File: src/rtl/tick_gen_multi.sv
// tick_gen_multi: shared base-tick prescaler driving NUM_CH programmable tick channels
//   clock        : single clock, rising edge
//   reset        : synchronous, active-high
//   enable       : global run; low freezes the prescaler and every channel counter
//   ch_enable    : per-channel run; low clears that channel's counter, a rising edge re-arms it
//   ch_oneshot   : per-channel mode, 1 = one-shot, 0 = periodic
//   period_load  : per-channel strobe loading period_value (and re-arming when non-zero)
//   period_value : shared period data in base ticks, 0 = channel stopped
//   base_tick    : one-cycle pulse every BASE_US microseconds
//   ch_tick      : one-cycle pulse per channel expiry, coincident with base_tick
//   ch_busy      : channel armed and counting
module tick_gen_multi #(
   parameter int CLK_FREQ_HZ = 100_000_000,
   parameter int BASE_US     = 1000,
   parameter int NUM_CH      = 4,
   parameter int PERIOD_W    = 16,
   parameter int PERIOD_RST  = 100
) (
   input  logic                clock,
   input  logic                reset,
   input  logic                enable,
   input  logic [NUM_CH-1:0]   ch_enable,
   input  logic [NUM_CH-1:0]   ch_oneshot,
   input  logic [NUM_CH-1:0]   period_load,
   input  logic [PERIOD_W-1:0] period_value,
   output logic                base_tick,
   output logic [NUM_CH-1:0]   ch_tick,
   output logic [NUM_CH-1:0]   ch_busy
);
   localparam int PRESCALE = (CLK_FREQ_HZ / 1_000_000) * BASE_US;
   localparam int PS_W = PRESCALE > 1 ? $clog2(PRESCALE) : 1;
   localparam logic [PS_W-1:0] PS_LAST = PS_W'(PRESCALE - 1);
   localparam logic [PERIOD_W-1:0] P_RST = PERIOD_W'(PERIOD_RST);

   if (PRESCALE < 2) begin : g_bad_prescale
      $error("tick_gen_multi: PRESCALE must be at least 2");
   end

   logic [PS_W-1:0] ps_cnt;
   logic            base_ev;

   // Channels advance on the same combinational event that registers base_tick,
   // so every ch_tick lands in the same cycle as its base_tick.
   assign base_ev = enable && ps_cnt == PS_LAST;

   always_ff @(posedge clock) begin
      if (reset) begin
         ps_cnt    <= '0;
         base_tick <= 1'b0;
      end else begin
         base_tick <= base_ev;
         if (enable) ps_cnt <= base_ev ? '0 : ps_cnt + 1'b1;
      end
   end

   for (genvar i = 0; i < NUM_CH; i++) begin : g_ch
      logic [PERIOD_W-1:0] period;
      logic [PERIOD_W-1:0] cnt;
      logic                busy;
      logic                tick;
      logic                en_q;
      logic                active;

      assign active     = ch_enable[i] && busy && period != '0;
      assign ch_tick[i] = tick;
      assign ch_busy[i] = busy;

      // Priority: load beats enable handling, which beats counting, so a load
      // landing on a terminal event swallows that tick.
      always_ff @(posedge clock) begin
         if (reset) begin
            period <= P_RST;
            cnt    <= '0;
            busy   <= P_RST != '0;
            tick   <= 1'b0;
            en_q   <= 1'b0;
         end else begin
            en_q <= ch_enable[i];
            tick <= 1'b0;
            if (period_load[i]) begin
               period <= period_value;
               cnt    <= '0;
               busy   <= period_value != '0;
            end else if (!ch_enable[i]) begin
               cnt <= '0;
            end else if (!en_q) begin
               cnt  <= '0;
               busy <= period != '0;
            end else if (base_ev && active) begin
               if (cnt == period - 1'b1) begin
                  cnt  <= '0;
                  tick <= 1'b1;
                  if (ch_oneshot[i]) busy <= 1'b0;
               end else begin
                  cnt <= cnt + 1'b1;
               end
            end
         end
      end
   end
endmodule

File: config.mk
export PLATFORM = sky130hd
export DESIGN_NAME = tick_gen_multi
export DESIGN_NICKNAME = d
export VERILOG_FILES = /design/src/rtl/tick_gen_multi.sv
export SDC_FILE = /design/constraint.sdc
export NUM_CORES = 1
export LEC_CHECK = 0
export BUFFER_PORTS_ARGS = -buffer_cell sky130_fd_sc_hd__buf_2
export CAP_MARGIN = 20
export CELL_PAD_IN_SITES_DETAIL_PLACEMENT = 0
export CELL_PAD_IN_SITES_GLOBAL_PLACEMENT = 2
export CORE_ASPECT_RATIO = 1.4
export CORE_MARGIN = 1
export CORE_UTILIZATION = 40
export DETAILED_ROUTE_END_ITERATION = 6
export PLACE_DENSITY = 0.92
export SLEW_MARGIN = 15
export SYNTH_ARGS = -nofsm -noshare
export SYNTH_HDL_FRONTEND = slang
export SYNTH_SLANG_ARGS = --single-unit
File: constraint.sdc
create_clock -name clock -period 8.3 [get_ports clock]
set_clock_uncertainty 0.2 [all_clocks]
set_input_delay 0.415 -clock clock [delete_from_list [all_inputs] [get_ports clock]]
set_output_delay 0.415 -clock clock [all_outputs]
set_load 0.01 [all_outputs]
# Word level (Yosys, flattened, before mapping)
# Cells that the tools add are included.
# totals
inputBits,31
reg_bits,158
wordCells,127
# classes
eq_ne,17
n_bitwise,12
n_reduce_logical,34
addsub,9
muxes,33
# ops
operator,n
$reduce_bool A16 Y1,5
$add A16 B1 Y16 const B,4
$eq A16 B16 Y1,4
$mux W16,4
$sub A16 B1 Y16 const B,4
$mux W1,28
$ne A3 B2 Y1 const B,8
$reduce_or A5 Y1,4
$add A17 B1 Y17 const B,1
$eq A17 B17 Y1 const B,1
$mux W17,1
$reduce_and A4 Y1,4
$reduce_or A4 Y1,4
$logic_and A1 B1 Y1,13
$ne A3 B3 Y1 const B,4
$not A1 Y1,12
$reduce_bool A2 Y1,4

# Longest topological paths before layout
# Gate-level depths: netlist of run 1.
# depth
word_depth,7
ltp_mapped,11

# Worst setup path before layout of run 1
# OpenSTA, ideal clock, no wires.
# synth_timing
kind,reg-to-reg
start,register ps_cnt[11]
end,register g_ch[2].cnt[10]
n_path_buf,3
stages_incl_launch_ff,11
setup_slack_ns,5.199
t_required_ns,7.985
arrival_time_ns,2.786
path_cell_list,dfxtp_1 > buf_6 > or4b_1 > or4b_4 > or2_0 > buf_6 > nor3_4 > nand4_2 > o41ai_4 > buf_6 > nor2_1
# synth_via
elab_chain_len,3
# synth_lines
item,line_no,text
"start, declared",39,logic [PS_W-1:0] ps_cnt;
"start signal, assigned",52,if (enable) ps_cnt <= base_ev ? '0 : ps_cnt + 1'b1;
$eq A17 B17 Y1,44,assign base_ev = enable && ps_cnt == PS_LAST;
$logic_and A1 B1 Y1,44,
$logic_and A1 B1 Y1,89,end else if (base_ev && active) begin
"end signal, assigned",95,cnt <= cnt + 1'b1;
"end, declared",58,logic [PERIOD_W-1:0] cnt;
# No other way between the ends.
# A chain may end at the register's enable or synchronous reset.

# Final worst setup path of run 1
# layout_timing
start,register ps_cnt[13]
end,register g_ch[2].cnt[15]
# Same word-level chain as after synthesis.

==> metrics.csv, run 1 <==
stage,metric,value,unit
detailed_routing,final wirelength,22.2,mm
power,Static Leak,3.53,nW
final_layout,Non-Filler Instances,1381,
setup_path,CP Launch Type,flip-flop,
setup_path,critical path arrival,3.90,ns
sta,Final setup viols,0,
floorplan,# rows,64,
setup_path,Crit Path Max Fanout,16,
global_route,first-pass GRT wire length,36.0,mm
sta,Pins Over Slew Limit,0,
logic_synthesis,Yosys warnings,0,
logic_synthesis,main combinational cell family by area after synthesis,simple AND/OR/NAND/NOR gates,
min_path,worst hold path class,input pin to flip-flop,
sta,fmax,262,MHz
final_layout,layout cells sized above 1,0.0803,
power,Max IR drop VDD,179,uV
run,max-cap violations,0,
place,area post-placement,9180,um2
sta,Setup TNS,0,ns
final_layout,"final std cell area, no fill",9860,um2
detailed_routing,WL per Instance,16.1,um
logic_synthesis,sequential cell area fraction in the yosys report,0.356,
place,IO buf count,39,
detailed_routing,DRC,0,
place,Detail Placement HPWL,16.4,mm
clock_network,H-tree depth,4,
logic_synthesis,Yosys top cell by area,dfxtp_1,
place,placed instance count,1349,
logic_synthesis,synth unique cells,71,
sta,min Tclk post-route,3.82,ns
place,GPL Wtd Cong,0.852,
logic_synthesis,Synth Register Bits,158,
logic_synthesis,Compound-Gate Fraction of Synth Area,0.0924,
clock_network,post_cts resized,0,
sta,RSZ-0062 raised after global routing,false,
sta,Slew @ Worst Pin,0.902,ns
global_route,total global routing track utilization,0.205,
detailed_routing,drt first pass iters,4,
detailed_routing,Routed Antenna Nets,0,
clock_network,Post CTS Setup Buffer Count,0,
floorplan,die width,128,um
logic_synthesis,post-synth net total,1109,
global_route,total congestion overflow,0,
floorplan,# IOs,40,
logic_synthesis,synthesized area per cell,8.30,um2
detailed_routing,Vias,7268,
logic_synthesis,Synth async-reset ratio,0,
detailed_routing,1st-iter DRT viols,381,
logic_synthesis,adder-cell area share of the yosys netlist,0.0127,
place,Placement Setup Slack,4.52,ns
floorplan,core area,21800,um2
sta,final hold vios,0,
sta,Hold Slack,0.0817,ns
final_layout,Antenna Cells,0,
logic_synthesis,ranking of synthesized cells by area,"dfxtp_1 36%, xnor2_1 9.0%, nor2_1 8.0%",
floorplan,Die Height,178,um
clock_network,Max clock buf depth,2,
logic_synthesis,simple-gate share of the synthesized area,0.265,
logic_synthesis,area share of the largest cell type after synthesis,0.356,
global_route,largest net degree at the start of global routing,72,
clock_network,CTS tree,done,
logic_synthesis,mux cell area share after synthesis,0.0815,
global_route,initial antenna violation count,0,
clock_network,number of buffers created by CTS,17,
clock_network,clk slew on worst S/H paths,0.07,ns
clock_network,clock sink total,158,
logic_synthesis,Synth Flop Type,dfxtp_1,
floorplan,initial core utilization,0.407,
setup_path,critical path class,flip-flop to flip-flop,
detailed_routing,Vias per Instance,5.26,
logic_synthesis,Post-Synthesis Cells,1069,
outcome,status,"finished, final reports clean",
clock_network,worst skew pair latency,0.44,ns
sta,Final period util,0.460,
final_layout,Fillers,2210,
logic_synthesis,Post-Synthesis Cell Area,8870,um2
clock_network,Root Driver,clkbuf_16,
logic_synthesis,"EDFF count, synth",0,
global_route,vias in the first global route,6819,
setup_path,"Req. time, crit path",8.38,ns
power,pwr dens,190,nW/um2
final_layout,Layout Nets,1112,
sta,Setup WS post-layout,4.48,ns
clock_network,hold bufs inserted after CTS,0,
final_layout,Layout area overhead,11.1,%
setup_path,Critical Path End Type,flip-flop,
logic_synthesis,XOR/XNOR share of the synthesized area,0.148,
floorplan,die area,22800,um2
sta,Slew headroom,0.397,
[layer usage]
layer / up-vias / global-route usage / wire length (um)
met5: - / 0 / 0
met4: 0 / 0.0789 / 508
met3: 33 / 0.0333 / 464
met2: 101 / 0.364 / 11300
met1: 3435 / 0.244 / 9940
li1: 3699 / - / -
[final timing paths]
check,startpoint,to,slack (ns),depth (start not counted)
setup / recovery,ps_cnt[13]$_SDFFE_PP0P_,g_ch[2].cnt[15]$_SDFFE_PP0P_,4.48,7
hold / removal,ch_enable[2],g_ch[2].en_q$_SDFF_PP0_,0.08,2
hold reg to reg,ps_cnt[10]$_SDFFE_PP0P_,ps_cnt[10]$_SDFFE_PP0P_,0.27,2
setup reg to reg,ps_cnt[13]$_SDFFE_PP0P_,g_ch[2].cnt[15]$_SDFFE_PP0P_,4.48,7
[area by class of cell]
type | count | area, um2 | area share
Tap cell | 297 | 372 | 0.0377
Timing Repair Buffer | 42 | 223 | 0.0226
Sequential cell | 158 | 3160 | 0.321
Inverter | 31 | 116 | 0.0118
Clock buffer | 17 | 425 | 0.0432
Clock inverter | 14 | 240 | 0.0244
Multi-Input combinational cell | 822 | 5320 | 0.540
[critical path: stages (launching register included)]
cell and delay, ns:
dfxtp_1 0.34, or4bb_1 0.54, or4b_4 0.60, or2_0 0.44
nor3_4 0.44, nand4_2 0.18, o41ai_4 0.74, nor2_1 0.16
[synth_stat cells (2+ instances only)]
library cell,number
nor2_1,189
dfxtp_1,158
xnor2_1,91
mux2i_1,70
nand2_1,70
xor2_1,59
nand3_1,44
nor3_1,38
clkbuf_1,34
inv_1,30
a21oi_1,25
nand4_1,18
nor4_1,18
o21ai_0,16
and3_1,15
nor2b_1,13
or4_1,13
a31oi_1,11
a211oi_1,10
or3_1,10
buf_1,9
ha_1,9
o211ai_1,9
a211o_1,8
buf_4,8
nand3b_1,8
and4_1,7
nand2b_1,7
and2_1,5
nor4b_1,5
o2111ai_1,5
buf_2,4
a21o_1,3
buf_6,3
nor3b_1,3
o31ai_1,3
or2_2,3
a2111oi_0,2
mux2_2,2
o2111a_1,2
o21a_1,2
[placed cells by master (no fill, tap or decap), types with 3 or more instances in the layout]
master	netlist	final
buf_2	4	39
or3_1	10	10
a21o_1	3	3
and3_1	15	15
nand3_1	44	44
o31ai_1	3	3
o21ai_0	16	16
clkinv_2	0	3
nor2_1	189	189
xor2_1	59	59
and2_1	5	5
o2111ai_1	5	5
or4_1	13	13
nand3b_1	8	8
ha_1	9	9
inv_1	30	30
nor2b_1	13	13
a21oi_1	25	25
dfxtp_1	158	158
o211ai_1	9	9
clkbuf_16	0	17
nor4_1	18	18
a211oi_1	10	10
nand2b_1	7	7
nor4b_1	5	5
nor3_1	38	38
xnor2_1	91	91
mux2i_1	70	70
or2_2	3	3
nor3b_1	3	3
and4_1	7	7
nand4_1	18	18
a211o_1	8	8
nand2_1	70	70
bufinv_16	0	6
a31oi_1	11	11
[sequential cells by signal, indices dropped and copies added, names as in the netlist]
register and flops:
g_ch.en_q 4, g_ch.period 64, ps_cnt 17, g_ch.tick 4, g_ch.busy 4, base_tick 1
g_ch.cnt 64
[kinds of logic (layout without fill, tap and decap cells)]
group                      Yosys count  after routing
AOI/OAI and AO/OA                  113            113
xor gates and xnor gates           150            150
adders and majority gates            9              9
buffers and inverters               89            104
DFF                                158            158
muxes                               72             72
and+or+nand+nor                    478            478
[through the flow]
stage	utilization	total power [W]
floorplan	-	0.000942
global placement	0.421	0.000988
detailed placement	0.421	0.000989
CTS	0.452	0.00189
global route	0.453	0.00194
finish	0.453	0.00187
[power by group]
| part | switching [W] | internal, W | leakage (nW) | total, W |
|---|---|---|---|---|
| clock | 0.000333 | 0.000564 | 0.325 | 0.000897 |
| sequential | 0.0000307 | 0.000780 | 1.29 | 0.000810 |
| combinational | 0.0000929 | 0.0000694 | 1.92 | 0.000162 |
| total | 0.000457 | 0.00141 | 3.53 | 0.00187 |
Note: power is estimated with default switching activity, not from simulation.
==> inputs of run 2 (changes only) <==
--- a/config.mk
+++ b/config.mk
@@ -11,9 +11,9 @@
 export CELL_PAD_IN_SITES_GLOBAL_PLACEMENT = 2
 export CORE_ASPECT_RATIO = 1.4
 export CORE_MARGIN = 1
-export CORE_UTILIZATION = 40
+export CORE_UTILIZATION = 34
 export DETAILED_ROUTE_END_ITERATION = 6
-export PLACE_DENSITY = 0.92
+export PLACE_DENSITY = 0.84
 export SLEW_MARGIN = 15
 export SYNTH_ARGS = -nofsm -noshare
 export SYNTH_HDL_FRONTEND = slang
==> constraint.sdc (replaced) <==
create_clock -name clock -period 3.2 [get_ports clock]
set_clock_uncertainty 0.2 [all_clocks]
set_input_delay 0.16 -clock clock [delete_from_list [all_inputs] [get_ports clock]]
set_output_delay 0.16 -clock clock [all_outputs]
set_load 0.01 [all_outputs]
==> run 2 against run 1 <==
  * The run now ends with design-rule violations left
  * Maximum frequency up 21%
  * Count of clock-buffer cells in the layout rose by 4
  * Die area is 17% higher
  * Sequential cell count stayed put
  * Critical path type unchanged
  * Register-to-register slack worse by 4.4 ns
  * Highest routed layer unchanged
  * Cell count up 7.7%
  * Design area rose by 7.8%
  * Sequential power grew to 2.6 times the previous value
  * Largest cell class unchanged
==> metrics.csv, run 2 (synthesized netlist as in run 1, its figures left out) <==
stage,metric,value,unit,change
detailed_routing,Vias per Instance,5.04,,-4.2%
detailed_routing,final wirelength,23.6,mm,+6.3%
setup_path,Critical Path End Type,flip-flop,,
min_path,Hold Crit Start,period_load[0],,
sta,min Tclk post-route,3.15,ns,-0.671 ns
detailed_routing,Routed Antenna Nets,0,,unchanged
place,Placement Setup Slack,0.0274,ns,-4.49 ns
sta,Setup WS post-layout,0.0543,ns,-4.43 ns
floorplan,core area,25500,um2,+17%
setup_path,CP Cell Sequence,or4bb_4 -> or4b_4 -> or2_4 -> buf_6 -> nor3_4 -> nand4_4 -> o41ai_4 -> buf_4 -> clkbuf_16 -> nor2_1,,
floorplan,Die Height,193,um,+8.4%
setup_path,critical path arrival,3.27,ns,-0.63 ns
place,Detail Placement HPWL,17.4,mm,+6.5%
power,Switching Power,0.00122,W,+170%
final_layout,layout cells sized above 1,0.130,,+0.0499
setup_path,Critical R2R Launch,ps_cnt[14]$_SDFFE_PP0P_,,
power,Static Leak,3.89,nW,+10%
clock_network,Max clock buf depth,2,,unchanged
power,switch share,0.259,,+0.0150
setup_path,CP max-delay cell,or4b_4,,
setup_path,Crit Path Max Fanout,8,,-8
power,Int Pwr,0.00347,W,+150%
final_layout,most frequent cells in the layout,"189 x nor2_1, 156 x dfxtp_1, 91 x xnor2_1, 70 x mux2i_1, 70 x nand2_1",,
setup_path,Max stage delay on crit path,0.61,ns,-0.13 ns
clock_network,Root Driver,clkbuf_16,,
final_layout,fin util,0.417,,-0.0355
final_layout,FF+latch area,3170,um2,about the same
power,Clock power frac,0.448,,-0.032
power,Seq pwr share,0.445,,+0.012
clock_network,CTS tree,done,,
final_layout,multi-input logic area,5390,um2,+1.3%
sta,Final period util,0.983,,+0.523
place,placed instance count,1423,,+5.5%
setup_path,CP Launch Type,flip-flop,,
clock_network,number of buffers created by CTS,17,,unchanged
sta,Final setup viols,0,,unchanged
detailed_routing,WL per Instance,15.9,um,-1.3%
sta,fmax,318,MHz,+21%
detailed_routing,DRC,6,,+6
sta,Slew headroom,0.559,,+0.162
place,IO buf count,39,,unchanged
floorplan,# rows,69,,+7.8%
detailed_routing,drt first pass iters,7,,+3
final_layout,Layout Nets,1195,,+7.5%
global_route,total global routing track utilization,0.183,,-0.0218
floorplan,die width,139,um,+8.3%
detailed_routing,1st-iter DRT viols,312,,-18%
clock_network,clk slew on worst S/H paths,0.07,ns,about the same
setup_path,Crit path max-delay family,simple AND/OR/NAND/NOR gates,,
detailed_routing,Vias,7497,,+3.2%
clock_network,clock sink total,158,,unchanged
sta,final hold vios,0,,unchanged
setup_path,critical path depth,10,,+3
setup_path,"Req. time, crit path",3.33,ns,-5.05 ns
global_route,first-pass GRT wire length,38.0,mm,+5.7%
floorplan,# IOs,40,,unchanged
setup_path,critical path class,flip-flop to flip-flop,,
min_path,Worst Hold End,g_ch[0].period[6]$_SDFFE_PP1P_,,
power,pwr dens,441,nW/um2,+130%
final_layout,Fillers,2591,,+17%
power,combinational share of power,0.107,,+0.020
global_route,vias in the first global route,7263,,+6.5%
power,Final Power,0.00469,W,+150%
setup_path,"setup slack, reg-to-reg",0.05,ns,-4.43 ns
final_layout,Antenna Cells,0,,unchanged
outcome,status,"complete, but fails checks",,
clock_network,worst skew pair latency,0.44,ns,about the same
place,GPL Wtd Cong,0.811,,-4.8%
run,max-cap violations,0,,unchanged
floorplan,initial core utilization,0.348,,-0.0590
final_layout,Layout area overhead,19.7,%,
min_path,worst hold path class,input pin to flip-flop,,
setup_path,RR Endpoint,g_ch[2].cnt[3]$_SDFFE_PP0P_,,
sta,Slew @ Worst Pin,0.656,ns,-0.246 ns
final_layout,"most common cell after layout, fill and taps aside",nor2_1,,
floorplan,die area,26800,um2,+17%
final_layout,Top Registers,"g_ch.cnt (64), g_ch.period (64), ps_cnt (17)",,
outcome,failing checks,design-rule violations,,
min_path,Hold Path Depth,3,,+1
global_route,largest net degree at the start of global routing,24,,-67%
global_route,total congestion overflow,0,,unchanged
clock_network,H-tree depth,4,,unchanged
final_layout,Non-Filler Instances,1487,,+7.7%
global_route,initial antenna violation count,0,,unchanged
power,Max IR drop VDD,363,uV,+100%
setup_path,Worst Path Buf+Inv,3,,+3
sta,Pins Over Slew Limit,0,,unchanged
setup_path,reg2reg path depth,10,,+3
run 2: changes by cell type in the layout (fill, tap and decap cells not counted), moves of 2 or more:
cell | previous run | this run
buf_12 | 0 | 2
buf_4 | 2 | 53
bufinv_16 | 6 | 2
clkbuf_8 | 0 | 3
clkinv_2 | 3 | 1
clkinvlp_4 | 1 | 4
dfxtp_1 | 158 | 156
dfxtp_2 | 0 | 2
dlygate4sd3_1 | 0 | 28
o2111ai_1 | 5 | 3
o2111ai_2 | 0 | 2
o21ai_4 | 0 | 2
run 2: layout make-up:
cell class	instances	area share
inverters	31	0.0110
multi-input cells	823	0.507
clock inverters	11	0.0125
well taps	319	0.0376
repair buffers	124	0.0894
flip-flops and latches	158	0.298
clock buffers	21	0.0443
run 2: worst max-delay path by stage:
| stage | startpoint | endpoint |
|---|---|---|
| floorplan | ps_cnt[11]$_SDFFE_PP0P_ | g_ch[2].cnt[11]$_SDFFE_PP0P_ |
| global placement | ps_cnt[14]$_SDFFE_PP0P_ | g_ch[3].busy$_SDFFE_PP1P_ |
| detailed placement | ps_cnt[14]$_SDFFE_PP0P_ | g_ch[3].tick$_SDFF_PP0_ |
| CTS | ps_cnt[14]$_SDFFE_PP0P_ | g_ch[3].tick$_SDFF_PP0_ |
| global route | ps_cnt[14]$_SDFFE_PP0P_ | g_ch[2].cnt[12]$_SDFFE_PP0P_ |
| finish | ps_cnt[14]$_SDFFE_PP0P_ | g_ch[2].cnt[3]$_SDFFE_PP0P_ |
run 2: power by group through the flow:
| stage | Clock (W) | Sequential, W | Combinational, W |
|---|---|---|---|
| finish | 0.00210 | 0.00209 | 0.000504 |
| CTS | 0.00215 | 0.00209 | 0.000502 |
| detailed placement | 0 | 0.00213 | 0.000472 |
| global placement | 0 | 0.00213 | 0.000470 |
| global route | 0.00224 | 0.00209 | 0.000560 |
| floorplan | 0 | 0.00211 | 0.000331 |
run 2: through the flow:
stage                     area [um2]  TNS, ns  hold WS, ns
after CTS                      10500        0       0.0612
after detailed placement        9620        0        0.261
final                          10600        0       0.0668
after global placement          9620        0        0.255
after global routing           10600   -0.111       0.0711
after floorplan                 8870        0       0.0779
run 2: routing by layer:
layer  part of all wire  wire [um]  GRT usage
met2               0.51      12100      0.338
met1               0.45      10500      0.213
met5                  0          0          0
met4              0.015        365     0.0674
met3              0.025        599     0.0274
run 2: worst register-to-register path, delay by kind of cell, from the launching register on:
family / cells / cell delay, ns
buffers and inverters: 3 / 0.48
AND/OR/NAND/NOR: 6 / 1.80
AO/OA/AOI/OAI: 1 / 0.22
flip-flops: 1 / 0.33
run 2: what timing repair did:
action                                  4_1_cts  5_1_grt
resized for setup                             0       16
setup buffers                                 0        2
endpoints found under the hold margin        77        0
endpoints found under the setup margin        0       62
hold buffers                                 28        0
